$ cat src/rtl/dma_addr_wc_regs.sv
// 8237A-style per-channel base/current address and word-count registers with byte-pointer
// CPU access, per-transfer stepping, terminal-count status and auto-initialize reload.
module dma_addr_wc_regs #(
  parameter int NUM_CH = 4,
  parameter int AW     = 16
) (
  input  logic                       CLK,
  input  logic                       RESET,
  input  logic [7:0]                 DataIn,
  output logic [7:0]                 DataOut,
  input  logic                       prog_wr,
  input  logic                       prog_rd,
  input  logic [3:0]                 reg_sel,
  input  logic                       master_clr,
  input  logic                       xfer_step,
  input  logic [$clog2(NUM_CH)-1:0]  xfer_chan,
  input  logic [NUM_CH-1:0]          addr_dec,
  input  logic [NUM_CH-1:0]          autoinit,
  output logic [AW-1:0]              Addr,
  output logic [AW-1:0]              WC,
  output logic [NUM_CH-1:0]          TC,
  input  logic                       tc_clr,
  output logic                       eop
);

  localparam int CW = $clog2(NUM_CH);
  localparam logic [3:0] NREG = 4'(2 * NUM_CH);

  logic [AW-1:0]     base_addr_q [NUM_CH];
  logic [AW-1:0]     base_addr_d [NUM_CH];
  logic [AW-1:0]     base_wc_q   [NUM_CH];
  logic [AW-1:0]     base_wc_d   [NUM_CH];
  logic [AW-1:0]     cur_addr_q  [NUM_CH];
  logic [AW-1:0]     cur_addr_d  [NUM_CH];
  logic [AW-1:0]     cur_wc_q    [NUM_CH];
  logic [AW-1:0]     cur_wc_d    [NUM_CH];
  logic              ptr_q, ptr_d;
  logic [NUM_CH-1:0] tc_q, tc_d;
  logic              eop_q, eop_d;

  logic          reg_hit, wr_hit, clr_all, ptr_clr, step_ok, tc_hit, sel_wc;
  logic [CW-1:0] sel_ch;
  logic [AW-1:0] rd_word, step_addr, step_wc;

  function automatic logic [AW-1:0] merge_byte(input logic [AW-1:0] old_val,
                                               input logic hi, input logic [7:0] b);
    logic [AW-1:0] v;
    v = old_val;
    if (hi) v[15:8] = b;
    else    v[7:0]  = b;
    return v;
  endfunction

  assign reg_hit = (reg_sel < NREG);
  assign sel_ch  = reg_sel[CW:1];
  assign sel_wc  = reg_sel[0];
  assign wr_hit  = prog_wr & reg_hit;
  assign clr_all = RESET | master_clr | (prog_wr & (reg_sel == 4'hD));
  assign ptr_clr = prog_wr & (reg_sel == 4'hC);
  // A CPU write to either register of the active channel suppresses that cycle's step.
  assign step_ok = xfer_step & ~(wr_hit & (sel_ch == xfer_chan));
  assign tc_hit  = step_ok & (cur_wc_q[xfer_chan] == '0);

  assign step_addr = addr_dec[xfer_chan] ? cur_addr_q[xfer_chan] - 1'b1
                                         : cur_addr_q[xfer_chan] + 1'b1;
  assign step_wc   = cur_wc_q[xfer_chan] - 1'b1;

  assign Addr = cur_addr_q[xfer_chan];
  assign WC   = cur_wc_q[xfer_chan];
  assign TC   = tc_q;
  assign eop  = eop_q;

  assign rd_word = sel_wc ? cur_wc_q[sel_ch] : cur_addr_q[sel_ch];
  assign DataOut = (prog_rd & reg_hit) ? (ptr_q ? rd_word[15:8] : rd_word[7:0]) : 8'h00;

  always_comb begin
    base_addr_d = base_addr_q;
    base_wc_d   = base_wc_q;
    cur_addr_d  = cur_addr_q;
    cur_wc_d    = cur_wc_q;
    ptr_d       = ptr_q;
    tc_d        = tc_clr ? '0 : tc_q;
    eop_d       = tc_hit;

    if (ptr_clr) begin
      ptr_d = 1'b0;
    end else if (wr_hit || (prog_rd && reg_hit)) begin
      ptr_d = ~ptr_q;
    end

    if (wr_hit) begin
      if (sel_wc) begin
        base_wc_d[sel_ch] = merge_byte(base_wc_q[sel_ch], ptr_q, DataIn);
        cur_wc_d[sel_ch]  = merge_byte(cur_wc_q[sel_ch], ptr_q, DataIn);
      end else begin
        base_addr_d[sel_ch] = merge_byte(base_addr_q[sel_ch], ptr_q, DataIn);
        cur_addr_d[sel_ch]  = merge_byte(cur_addr_q[sel_ch], ptr_q, DataIn);
      end
    end

    if (step_ok) begin
      if (tc_hit && autoinit[xfer_chan]) begin
        cur_addr_d[xfer_chan] = base_addr_q[xfer_chan];
        cur_wc_d[xfer_chan]   = base_wc_q[xfer_chan];
      end else begin
        cur_addr_d[xfer_chan] = step_addr;
        cur_wc_d[xfer_chan]   = step_wc;
      end
      if (tc_hit) tc_d[xfer_chan] = 1'b1;
    end
  end

  always_ff @(posedge CLK) begin
    if (clr_all) begin
      for (int i = 0; i < NUM_CH; i++) begin
        base_addr_q[i] <= '0;
        base_wc_q[i]   <= '0;
        cur_addr_q[i]  <= '0;
        cur_wc_q[i]    <= '0;
      end
      ptr_q <= 1'b0;
      tc_q  <= '0;
      eop_q <= 1'b0;
    end else begin
      base_addr_q <= base_addr_d;
      base_wc_q   <= base_wc_d;
      cur_addr_q  <= cur_addr_d;
      cur_wc_q    <= cur_wc_d;
      ptr_q       <= ptr_d;
      tc_q        <= tc_d;
      eop_q       <= eop_d;
    end
  end

endmodule

$ cat config.mk
export PLATFORM = sky130hd
export DESIGN_NAME = dma_addr_wc_regs
export DESIGN_NICKNAME = d
export VERILOG_FILES = /design/src/rtl/dma_addr_wc_regs.sv
export SDC_FILE = /design/constraint.sdc
export NUM_CORES = 1
export LEC_CHECK = 0
export CORE_ASPECT_RATIO = 1.2
export CORE_MARGIN = 2
export CORE_UTILIZATION = 50
export CTS_CLUSTER_DIAMETER = 80
export DETAILED_ROUTE_END_ITERATION = 6
export PLACE_DENSITY = 0.71
export SLEW_MARGIN = 10
export SYNTH_ARGS = -nofsm -noshare
export SYNTH_HDL_FRONTEND = slang
export SYNTH_SLANG_ARGS = --single-unit
$ cat constraint.sdc
create_clock -name CLK -period 8.01 [get_ports CLK]
set_input_delay 2.0025 -clock CLK [delete_from_list [all_inputs] [get_ports CLK]]
set_output_delay 2.0025 -clock CLK [all_outputs]
set_load 0.02 [all_outputs]
[Word level (Yosys, flattened, before mapping)]
Index checks and enable logic that the tools add are counted.
Storage, ports and cells
  flip-flop bits (word level): 262
  output and inout bits: 45
  word-level logic and storage cells: 138
Operators by class
  add/subtract/negate cells: 3
  order comparisons: 7
  equality and inequality tests: 3
  muxes and demuxes: 81
  bitwise logic cells: 15
  reductions and logical operators: 10
Operator list (number)
  $bwmux W64: 8
  $mux W64: 8
  $mux W16: 20
  $bmux W16 S2: 8
  $mux W8: 26
  $demux W16 S2: 2
  $sub A16 B1 Y16 const B: 2
  $add A16 B1 Y16 const B: 1
  $logic_not A16 Y1: 1
  $mux W4: 3
  $eq A4 B4 Y1 const B: 2
  $and A1 B1 Y1: 7
  $ge A3 B3 Y1 const B: 2
  $lt A3 B1 Y1 const B: 2
  $not A2 Y3: 2
  $logic_and A1 B1 Y1: 5
  $bmux W1 S2: 2
  $lt A4 B4 Y1 const B: 1
  $or A4 B4 Y4: 1
  $reduce_and A2 Y1: 2
  $lt A2 B3 Y1 const B: 1
  $mux W1: 3
  $not A1 Y1: 3
  $demux W1 S2: 1
  5 further kinds: 6

[Logic depth before layout (Yosys ltp)]
Gate-level depths: netlist of run 1.
  word-level depth: 13
  depth in mapped cells: 17
  depth with buffers taken out: 11

[Worst setup path after synthesis of run 1]
Ideal clock, no wire load.
  path kind: input -> output
  start point: input xfer_chan[1]
  end point: output Addr[10]
  arrival: 4.111 ns
  slack: 1.897 ns
  cell stages on the path: 7
  cells stage by stage: buf_2 > buf_2 > buf_2 > buf_1 > clkbuf_1 > buf_1 > mux4_2
On the way
  longest elaborated chain between the ends: 4
RTL lines
  start, declared: line 16  | input logic [$clog2(NUM_CH)-1:0] xfer_chan,
  $not A2 Y3 (not written as such): line 68  | assign Addr = cur_addr_q[xfer_chan];
  $bmux W16 S2: line 68
  $mux W16 (not written as such) (2 in a row): line 68
  end, declared: line 19  | output logic [AW-1:0] Addr,
No other way between the ends. The select of a mux whose other input is x is not followed.

[Final worst setup path of run 1]
  start point: input reg_sel[1]
  end point: output DataOut[5]
On the way
  longest elaborated chain between the ends: 7
  elaborated cells between the ends (all ways): 12
RTL lines
  start, declared: line 13  | input logic [3:0] reg_sel,
  $not A2 Y3 (not written as such): line 73  | assign rd_word = sel_wc ? cur_wc_q[sel_ch] : cur_addr_q[sel_ch];
  $bmux W16 S2: line 73
  $mux W16 (not written as such) (2 in a row): line 73
  $mux W16: line 73
  $mux W8: line 74  | assign DataOut = (prog_rd & reg_hit) ? (ptr_q ? rd_word[15:8] : rd_word[7:0]) : 8'h00;
  $mux W8 *: line 74
  end, declared: line 10  | output logic [7:0] DataOut,
Mark *: on every way between the ends. The rest lies on a longest branch, timed or not. The select of a mux whose other input is x is not followed.

==> results of run 1 <==
registers in the layout (all words and copies together), names as in the netlist:
signal       flops
base_wc_q       64
ptr_q            1
TC               4
base_addr_q     64
cur_wc_q        64
cur_addr_q      64
eop              1
through the flow:
stage,cell area [sq um],utilization,std cells,hold slack [ps]
3_5_place_dp,16000,0.541,1969,502
5_1_grt,16800,0.568,2013,526
2_1_floorplan,15000,-,1611,484
6_report,16800,0.569,2014,509
4_1_cts,16800,0.568,2013,509
3_3_place_gp,16000,0.541,1969,494
critical path, cell delays in order:
cell	delay (ps)
sky130_fd_sc_hd__buf_4	630
sky130_fd_sc_hd__mux4_2	670
sky130_fd_sc_hd__mux4_2	540
sky130_fd_sc_hd__nor2b_1	150
sky130_fd_sc_hd__clkdlybuf4s50_1	560
final cells by class:
cell class | count | area share
inverters | 9 | 0.00201
diodes | 1 | 0.000149
well taps | 390 | 0.0290
repair buffers | 114 | 0.0611
multi-input cells | 1194 | 0.549
clock buffers | 40 | 0.0460
flip-flops and latches | 262 | 0.312
clock inverters | 4 | 0.00141
worst min path at each step:
stage	slack, ps	cells past startpoint	start	to
after global routing	530	2	base_wc_q[51]	base_wc_q[51]
after detailed placement	500	2	base_wc_q[16]	base_wc_q[16]
after global placement	490	2	base_addr_q[23]	base_addr_q[23]
after floorplan	480	2	base_addr_q[31]	base_addr_q[31]
after CTS	510	2	base_wc_q[0]	base_wc_q[0]
final	510	2	base_wc_q[22]	base_wc_q[22]
cell families after synthesis:
group | after synthesis
xor gates and xnor gates | 25
muxes | 177
buffers and inverters | 155
and+or+nand+nor | 438
adders and majority gates | 17
AOI/OAI and AO/OA | 537
DFF | 262
cells in the final DEF, fill, tap and decap left out, types with 9 or more instances in the layout:
| cell | netlist | routed |
|---|---|---|
| sky130_fd_sc_hd__nand3_1 | 11 | 11 |
| sky130_fd_sc_hd__o21ai_0 | 116 | 116 |
| sky130_fd_sc_hd__mux2i_1 | 46 | 46 |
| sky130_fd_sc_hd__xor2_1 | 14 | 14 |
| sky130_fd_sc_hd__buf_4 | 3 | 45 |
| sky130_fd_sc_hd__clkbuf_16 | 0 | 27 |
| sky130_fd_sc_hd__nor2_1 | 223 | 223 |
| sky130_fd_sc_hd__o22ai_1 | 68 | 68 |
| sky130_fd_sc_hd__nor2b_1 | 24 | 24 |
| sky130_fd_sc_hd__nand2_1 | 117 | 117 |
| sky130_fd_sc_hd__ha_1 | 16 | 16 |
| sky130_fd_sc_hd__a21oi_1 | 115 | 115 |
| sky130_fd_sc_hd__a211oi_1 | 133 | 133 |
| sky130_fd_sc_hd__inv_1 | 9 | 9 |
| sky130_fd_sc_hd__mux4_2 | 129 | 129 |
| sky130_fd_sc_hd__dfxtp_1 | 262 | 261 |
| sky130_fd_sc_hd__xnor2_1 | 10 | 10 |
| sky130_fd_sc_hd__a21o_1 | 14 | 14 |
| sky130_fd_sc_hd__nor3_1 | 17 | 11 |
| sky130_fd_sc_hd__o32ai_1 | 30 | 30 |
| sky130_fd_sc_hd__clkdlybuf4s50_1 | 0 | 69 |
where the power goes:
group | internal [mW] | switching [mW] | total (mW)
sequential | 1.33 | 0.0234 | 1.35
combinational | 0.188 | 0.368 | 0.557
clock | 0.661 | 0.530 | 1.19
total | 2.18 | 0.922 | 3.10
per-layer routing:
metal / vias to the layer above / global-route usage / wire length [um]
met1: 6599 / 0.430 / 19800
met5: - / 0 / 0
met2: 898 / 0.480 / 22500
met3: 212 / 0.0554 / 5480
met4: 0 / 0.176 / 3160
li1: 6155 / - / -
==> flow_metrics.tcl, run 1 <==
set metrics [dict create \
    number_of_global_route_vias_before_repair 13200 \
    groute.usage.overall 0.317 \
    drt-wirelength-per-cell_um 25.3 \
    n_fill_cell 2518 \
    pre_cts_slack_ps 1450 \
    syn_inst 1611 \
    remaining_drc_errors 0 \
    cts_hold_buf 0 \
    ctsRootBufferMaster "sky130_fd_sc_hd__clkbuf_16" \
    tritoncts "built" \
    post_synthesis_instance_area_sq_mm 0.0150 \
    routed-via-count 13900 \
    drt-total-wl_um 51000 \
    postCtsResizedCells 0 \
    setup.worst_path.start_class "input port" \
    sum_of_net_half_perimeters_after_detailed_placement_um 33500 \
    peakVddDrop_mv 0.120 \
    cts_made_buffers 27 \
    area.sequential_sq_mm 0.00525 \
    cap_violations 0 \
    multiplexer_share_of_the_synthesized_area 0.225 \
    place.port_buffers 73 \
    critical_path.endpoint "DataOut[5]" \
    sequential_fraction_of_the_synthesis_area 0.349 \
    area.growth.synth_to_final_pct 11.9 \
    postCtsSetupBuffers 0 \
    sum_of_negative_setup_slack_ps 0 \
    r2r_start "cur_wc_q[1]" \
    worst_setup_hold_path_clk_slew_ps 60 \
    yosys-top-cells-area "sky130_fd_sc_hd__dfxtp_1 (35%), sky130_fd_sc_hd__mux4_2 (19%), sky130_fd_sc_hd__a211oi_1 (6.6%)" \
    max_slew.worst_pin.slew_ps 1180 \
    die_width_um 162 \
    synth_cell_types 63 \
    post-synth-top-count-cell "sky130_fd_sc_hd__dfxtp_1" \
    synth_top_family_by_area "compound AO/OA/AOI/OAI gates" \
    remaining_number_of_nets_flagged_by_the_antenna_check_after_routing 0 \
    gpl.final_weighted_congestion 1.02 \
    core_region_area_sq_mm 0.0296 \
    ys_warn_count 0 \
    first_pass_iters 7 \
    asyncSetResetFlopFracSynth 0 \
    post-route-min-period_ps 6570 \
    synth_top_cell_by_area "sky130_fd_sc_hd__dfxtp_1" \
    worst_setup_path_startpoint "reg_sel[1]" \
    cts_num_sinks 262 \
    detail_route.iter0.violations 1868 \
    synth_compound_area_frac 0.228 \
    crit_type "input port to primary output" \
    grt_pass1_wl_um 77600 \
    yosys_most_used_dff "sky130_fd_sc_hd__dfxtp_1" \
    final-max-slew-violation-count 0 \
    post_synthesis_simple_gate_area_fraction 0.128 \
    synth.cells.most_frequent "sky130_fd_sc_hd__dfxtp_1 (262), sky130_fd_sc_hd__nor2_1 (223), sky130_fd_sc_hd__a211oi_1 (133), sky130_fd_sc_hd__mux4_2 (129), sky130_fd_sc_hd__nand2_1 (117)" \
    finalHoldViolations 0 \
    worstPathRequired_ps 6010 \
    globalRouteOverflowTotal 0 \
    multi_input_area_sq_mm 0.00924 \
    fin_nets 1654 \
    clk-insertion-delay-late_ps 550 \
    synth-xor-area-share 0.0151 \
    htree_num_levels 1 \
    setup_slack_ps 1440 \
    outcome "finished clean" \
    grt_setup_unrepaired "no" \
    r2r_setup_slack_ps 4470 \
    via_density_per_instance 6.88 \
    synth-adder-area-share 0.0146 \
    worst-r2r-cell-count 9 \
    p_per_area_mw_per_mm2 184 \
    final-setup-viol-count 0 \
    floorplan.rows 69 \
    cp_data_arrival_time_ps 4570 \
    synth.net_count 1657 \
    slew_headroom 0.209 \
    io-pin-count 74 \
    leakage_nw 5.51 \
    post_synth.cell_area_avg_sq_um 9.34 \
    yosysTopAreaCellShare 0.349 \
    antenna_found_initial 0 \
    synth-edff-count 0 \
    largest_net_degree_at_the_start_of_global_routing 70 \
    drive_above_1_share 0.142 \
    start_util 0.508 \
    fmax_ghz 0.152 \
    min-delay-path-class "flop to flop" \
    path_max_fanout 38 \
    report.power.total_mw 3.10 \
    synth.ff_latch_count 262 \
    worst_r2r_endpoint "cur_addr_q[8]" \
    die_h_um 194 \
    fin_worst_skew_ps 9.66 \
    clk_path_buf_depth 3 \
    min_period_over_period 0.821 \
    fp.dieArea_sq_mm 0.0315 \
    setup.worst_path.end_class "primary output" \
]
No activity file was read; power rests on OpenSTA's default activity.
==> run 2, diff against run 1 <==
PLACE_DENSITY = 0.74   (was 0.71)
clock period = 5.9 ns   (was 8.01 ns; I/O delays follow)
==> run 2 against run 1 <==
Hold slack improved by 3.2 ps. First-iteration DRC count decreased by 0.91%. Largest power group unchanged. Register-to-register slack got worse by 1700 ps. Flip-flop and latch count unchanged. Critical endpoint unchanged. Largest cell class unchanged. Core utilization increased by 0.61 points.
==> flow_metrics.tcl, run 2 (synthesis gave the netlist of run 1 again) <==
set metrics [dict create \
    sequentialPowerShare 0.417 \
    internal_power_mw 3.13 \
    cp_data_arrival_time_ps 4020 \
    post-route-min-period_ps 5490 \
    combPwrFrac 0.175 \
    fin_worst_skew_ps 9.30 \
    number_of_global_route_vias_before_repair 13500 \
    layoutNonFillerInstCount 2024 \
    tritoncts "built" \
    die_width_um 162 \
    layout_common_cells "sky130_fd_sc_hd__dfxtp_1 (261), sky130_fd_sc_hd__nor2_1 (223), sky130_fd_sc_hd__a211oi_1 (133), sky130_fd_sc_hd__mux4_2 (129), sky130_fd_sc_hd__nand2_1 (117)" \
    final-setup-viol-count 0 \
    globalRouteOverflowTotal 0 \
    fin_nets 1660 \
    r2r_setup_slack_ps 2750 \
    antenna_found_initial 1 \
    cap_violations 0 \
    first_pass_iters 7 \
    crit_type "input port to primary output" \
    via_density_per_instance 6.87 \
    drt-total-wl_um 50400 \
    cts_made_buffers 27 \
    groute.usage.overall 0.317 \
    path_max_fanout 62 \
    floorplan.rows 69 \
    cts_hold_buf 0 \
    final_design_area_no_fill_sq_mm 0.0170 \
    min_period_over_period 0.931 \
    outcome "finished clean" \
    setup.worst_path.end_class "primary output" \
    worstPathRequired_ps 4430 \
    pre_cts_slack_ps 404 \
    clk-insertion-delay-late_ps 540 \
    setup_slack_ps 409 \
    pwr-share-clk 0.408 \
    remaining_drc_errors 0 \
    final_common_cell "sky130_fd_sc_hd__dfxtp_1" \
    htree_num_levels 1 \
    fp.dieArea_sq_mm 0.0315 \
    grt_setup_unrepaired "no" \
    ctsRootBufferMaster "sky130_fd_sc_hd__clkbuf_16" \
    sum_of_net_half_perimeters_after_detailed_placement_um 33200 \
    drt-wirelength-per-cell_um 24.9 \
    remaining_number_of_nets_flagged_by_the_antenna_check_after_routing 0 \
    drive_above_1_share 0.148 \
    peakVddDrop_mv 0.215 \
    routed-via-count 13900 \
    worst_setup_path_startpoint "reg_sel[2]" \
    io-pin-count 74 \
    final-max-slew-violation-count 0 \
    die_h_um 194 \
    worst-r2r-cell-count 10 \
    worst_r2r_endpoint "cur_addr_q[15]" \
    place.detailed.instances 1975 \
    r2r_start "cur_wc_q[0]" \
    finalHoldWorstSlack_ps 512 \
    report.power.total_mw 4.39 \
    max_slew.worst_pin.slew_ps 1280 \
    switchingPower_mw 1.26 \
    sum_of_negative_setup_slack_ps 0 \
    cts_num_sinks 262 \
    switch_share 0.287 \
    setup.worst_path.start_class "input port" \
    finalHoldViolations 0 \
    fmax_ghz 0.182 \
    postCtsResizedCells 0 \
    place.port_buffers 73 \
    grt_pass1_wl_um 78200 \
    layout.core_utilization 0.575 \
    detail_route.iter0.violations 1851 \
    clk_path_buf_depth 3 \
    start_util 0.508 \
    dpl-instance-area_sq_mm 0.0161 \
    whs_path_depth 2 \
    p_per_area_mw_per_mm2 258 \
    largest_net_degree_at_the_start_of_global_routing 69 \
    worst_setup_hold_path_clk_slew_ps 60 \
    core_region_area_sq_mm 0.0296 \
    leakage_nw 5.60 \
    min-delay-path-class "flop to flop" \
    area.growth.synth_to_final_pct 13.1 \
    gpl.final_weighted_congestion 0.953 \
    critical_path.endpoint "DataOut[5]" \
    slew_headroom 0.145 \
    postCtsSetupBuffers 0 \
]
## run 2: final cells by class
type	count	area [sq um]
tap	390	488
fill	2530	12600
clock inverter	10	153
antenna	1	2.50
multi-input combinational	1194	9240
sequential	262	5250
inverter	9	33.8
timing repair buffer	120	1100
clock buffer	38	757
## run 2: worst min path at each step
stage,startpoint,end,slack [ps]
5_1_grt,base_addr_q[61],base_addr_q[61],530
3_5_place_dp,base_addr_q[42],base_addr_q[42],500
3_3_place_gp,base_wc_q[16],base_wc_q[16],490
2_1_floorplan,base_addr_q[31],base_addr_q[31],480
4_1_cts,base_addr_q[42],base_addr_q[42],510
6_report,base_wc_q[24],base_wc_q[24],510
## run 2: critical path: stages
cell,delay (ps)
sky130_fd_sc_hd__buf_4,780
sky130_fd_sc_hd__mux4_2,470
sky130_fd_sc_hd__mux4_2,530
sky130_fd_sc_hd__nor2b_1,160
sky130_fd_sc_hd__clkdlybuf4s50_1,550
## run 2: power groups by stage
stage / Sequential [mW] / Clock (mW) / Combinational [mW]
final: 1.83 / 1.79 / 0.768
after global routing: 1.84 / 1.87 / 0.811
after CTS: 1.83 / 1.79 / 0.746
after detailed placement: 1.87 / 0 / 0.742
after global placement: 1.87 / 0 / 0.734
after floorplan: 1.86 / 0 / 0.505
## run 2: routing by layer
layer / part of all wire / track usage
met5: 0 / 0
met4: 0.065 / 0.178
met3: 0.11 / 0.0665
met2: 0.44 / 0.477
met1: 0.38 / 0.426
==> run 3, diff against run 2 <==
CORE_UTILIZATION = 35   (was 50)
PLACE_DENSITY = 0.56   (was 0.74)
==> run 3 against run 2 <==
Setup slack better by 160 ps. Total power rose by 0.38%. Flip-flop and latch count unchanged. Routed wire length is 9.7% higher. Register-to-register slack worse by 40 ps. Sequential share of layout area fell by 0.63 points. Clock skew up 12 ps. Clock power about the same. Critical path type unchanged. Largest power group unchanged.
==> flow_metrics.tcl, run 3 (synthesis gave the netlist of run 1 again) <==
set metrics [dict create \
    peakVddDrop_mv 0.220 \
    place.port_buffers 73 \
    fin_nets 1680 \
    n_fill_cell 4207 \
    via_density_per_instance 6.18 \
    start_util 0.353 \
    cp_data_arrival_time_ps 3850 \
    htree_num_levels 1 \
    postCtsResizedCells 0 \
    multi_input_area_sq_mm 0.00924 \
    groute.usage.overall 0.242 \
    max_slew.worst_pin.slew_ps 1260 \
    number_of_global_route_vias_before_repair 13300 \
    postCtsSetupBuffers 0 \
    remaining_number_of_nets_flagged_by_the_antenna_check_after_routing 0 \
    largest_net_degree_at_the_start_of_global_routing 119 \
    final-setup-viol-count 0 \
    finalHoldViolations 0 \
    report.power.total_mw 4.41 \
    routed-via-count 13600 \
    final-max-slew-violation-count 0 \
    r2r_start "cur_addr_q[0]" \
    min-delay-path-class "flop to flop" \
    cts_made_buffers 29 \
    worst_setup_path_startpoint "reg_sel[1]" \
    min_period_over_period 0.903 \
    fp.dieArea_sq_mm 0.0447 \
    path_max_fanout 17 \
    fin_worst_skew_ps 21.8 \
    crit_type "input port to primary output" \
    clk_path_buf_depth 3 \
    io-pin-count 74 \
    remaining_drc_errors 0 \
    cap_violations 0 \
    clk-insertion-delay-late_ps 590 \
    area.sequential_sq_mm 0.00525 \
    core_region_area_sq_mm 0.0426 \
    grt_pass1_wl_um 84000 \
    leakage_nw 5.70 \
    final_common_cell "sky130_fd_sc_hd__dfxtp_1" \
    diodes_inserted 0 \
    antenna_found_initial 1 \
    grt_setup_unrepaired "no" \
    setup.worst_path.start_class "input port" \
    ctsRootBufferMaster "sky130_fd_sc_hd__clkbuf_16" \
    worst_setup_hold_path_clk_slew_ps 60 \
    drive_above_1_share 0.157 \
    gpl.final_weighted_congestion 0.890 \
    p_per_area_mw_per_mm2 254 \
    die_width_um 193 \
    drt-total-wl_um 55300 \
    sum_of_negative_setup_slack_ps 0 \
    drt-wirelength-per-cell_um 25.1 \
    post-route-min-period_ps 5330 \
    detail_route.iter0.violations 1345 \
    area.growth.synth_to_final_pct 15.5 \
    setup.worst_path.end_class "primary output" \
    sum_of_net_half_perimeters_after_detailed_placement_um 37600 \
    layout_common_cells "sky130_fd_sc_hd__dfxtp_1 (261), sky130_fd_sc_hd__nor2_1 (223), sky130_fd_sc_hd__a211oi_1 (133), sky130_fd_sc_hd__mux4_2 (129), sky130_fd_sc_hd__nand2_1 (117)" \
    die_h_um 231 \
    globalRouteOverflowTotal 0 \
    tritoncts "built" \
    outcome "finished clean" \
    first_pass_iters 5 \
    worst_hold_startpoint "base_wc_q[25]" \
    fmax_ghz 0.188 \
    cts_num_sinks 262 \
    cts_hold_buf 0 \
    worstPathRequired_ps 4430 \
    slew_headroom 0.159 \
    floorplan.rows 83 \
]
[run 3: cell count changes in the layout (fill, tap and decap cells not counted), moves of 2 or more]
cell                        before  now
sky130_fd_sc_hd__buf_12          2    4
sky130_fd_sc_hd__clkbuf_16      27   29
sky130_fd_sc_hd__bufinv_16       4    1
sky130_fd_sc_hd__clkbuf_8        4    6
sky130_fd_sc_hd__buf_4          49   65
[run 3: path summary, 6_finish.rpt]
path                         end  slack [ps]  cells past startpoint
setup / recovery      DataOut[5]         570                      6
hold / removal     base_wc_q[25]         510                      2
setup reg to reg  cur_addr_q[56]        2710                     11
hold reg to reg    base_wc_q[25]         510                      2
[run 3: critical path, stage by stage]
cell and delay, ps:
sky130_fd_sc_hd__buf_4 330, sky130_fd_sc_hd__buf_12 200, sky130_fd_sc_hd__mux4_2 550, sky130_fd_sc_hd__mux4_2 540, sky130_fd_sc_hd__nor2b_1 160, sky130_fd_sc_hd__clkdlybuf4s50_1 560
[run 3: routing by layer]
| layer | up-vias | part of all wire | routed length (um) | track usage |
|---|---|---|---|---|
| met1 | 6596 | 0.40 | 22200 | 0.312 |
| met2 | 688 | 0.46 | 25500 | 0.390 |
| met4 | 0 | 0.049 | 2730 | 0.120 |
| li1 | 6201 | - | - | - |
| met3 | 145 | 0.088 | 4880 | 0.0441 |
| met5 | - | 0 | 0 | 0 |
[run 3: metrics by stage]
stage          worst slack [ps]  utilization  std cells  cell area [sq um]  hold WS (ps)
6_report                    572        0.408       2204              17400           509
5_1_grt                     499        0.408       2204              17400           535
4_1_cts                     570        0.408       2204              17400           511
3_5_place_dp                575        0.387       2155              16500           503
3_3_place_gp                581        0.387       2155              16500           494
2_1_floorplan               430            -       1611              15000           484
[run 3: power by group]
group	total [mW]	switching, mW	leakage (nW)	internal, mW
Combinational	0.787	0.515	3.13	0.272
Sequential	1.84	0.0341	2.12	1.80
Clock	1.79	0.771	0.444	1.01
[run 3: final cells by class]
class | count | area share
clock inverters | 6 | 0.00339
clock buffers | 43 | 0.0483
well taps | 552 | 0.0398
multi-input cells | 1194 | 0.532
repair buffers | 138 | 0.0725
inverters | 9 | 0.00194
flip-flops and latches | 262 | 0.302
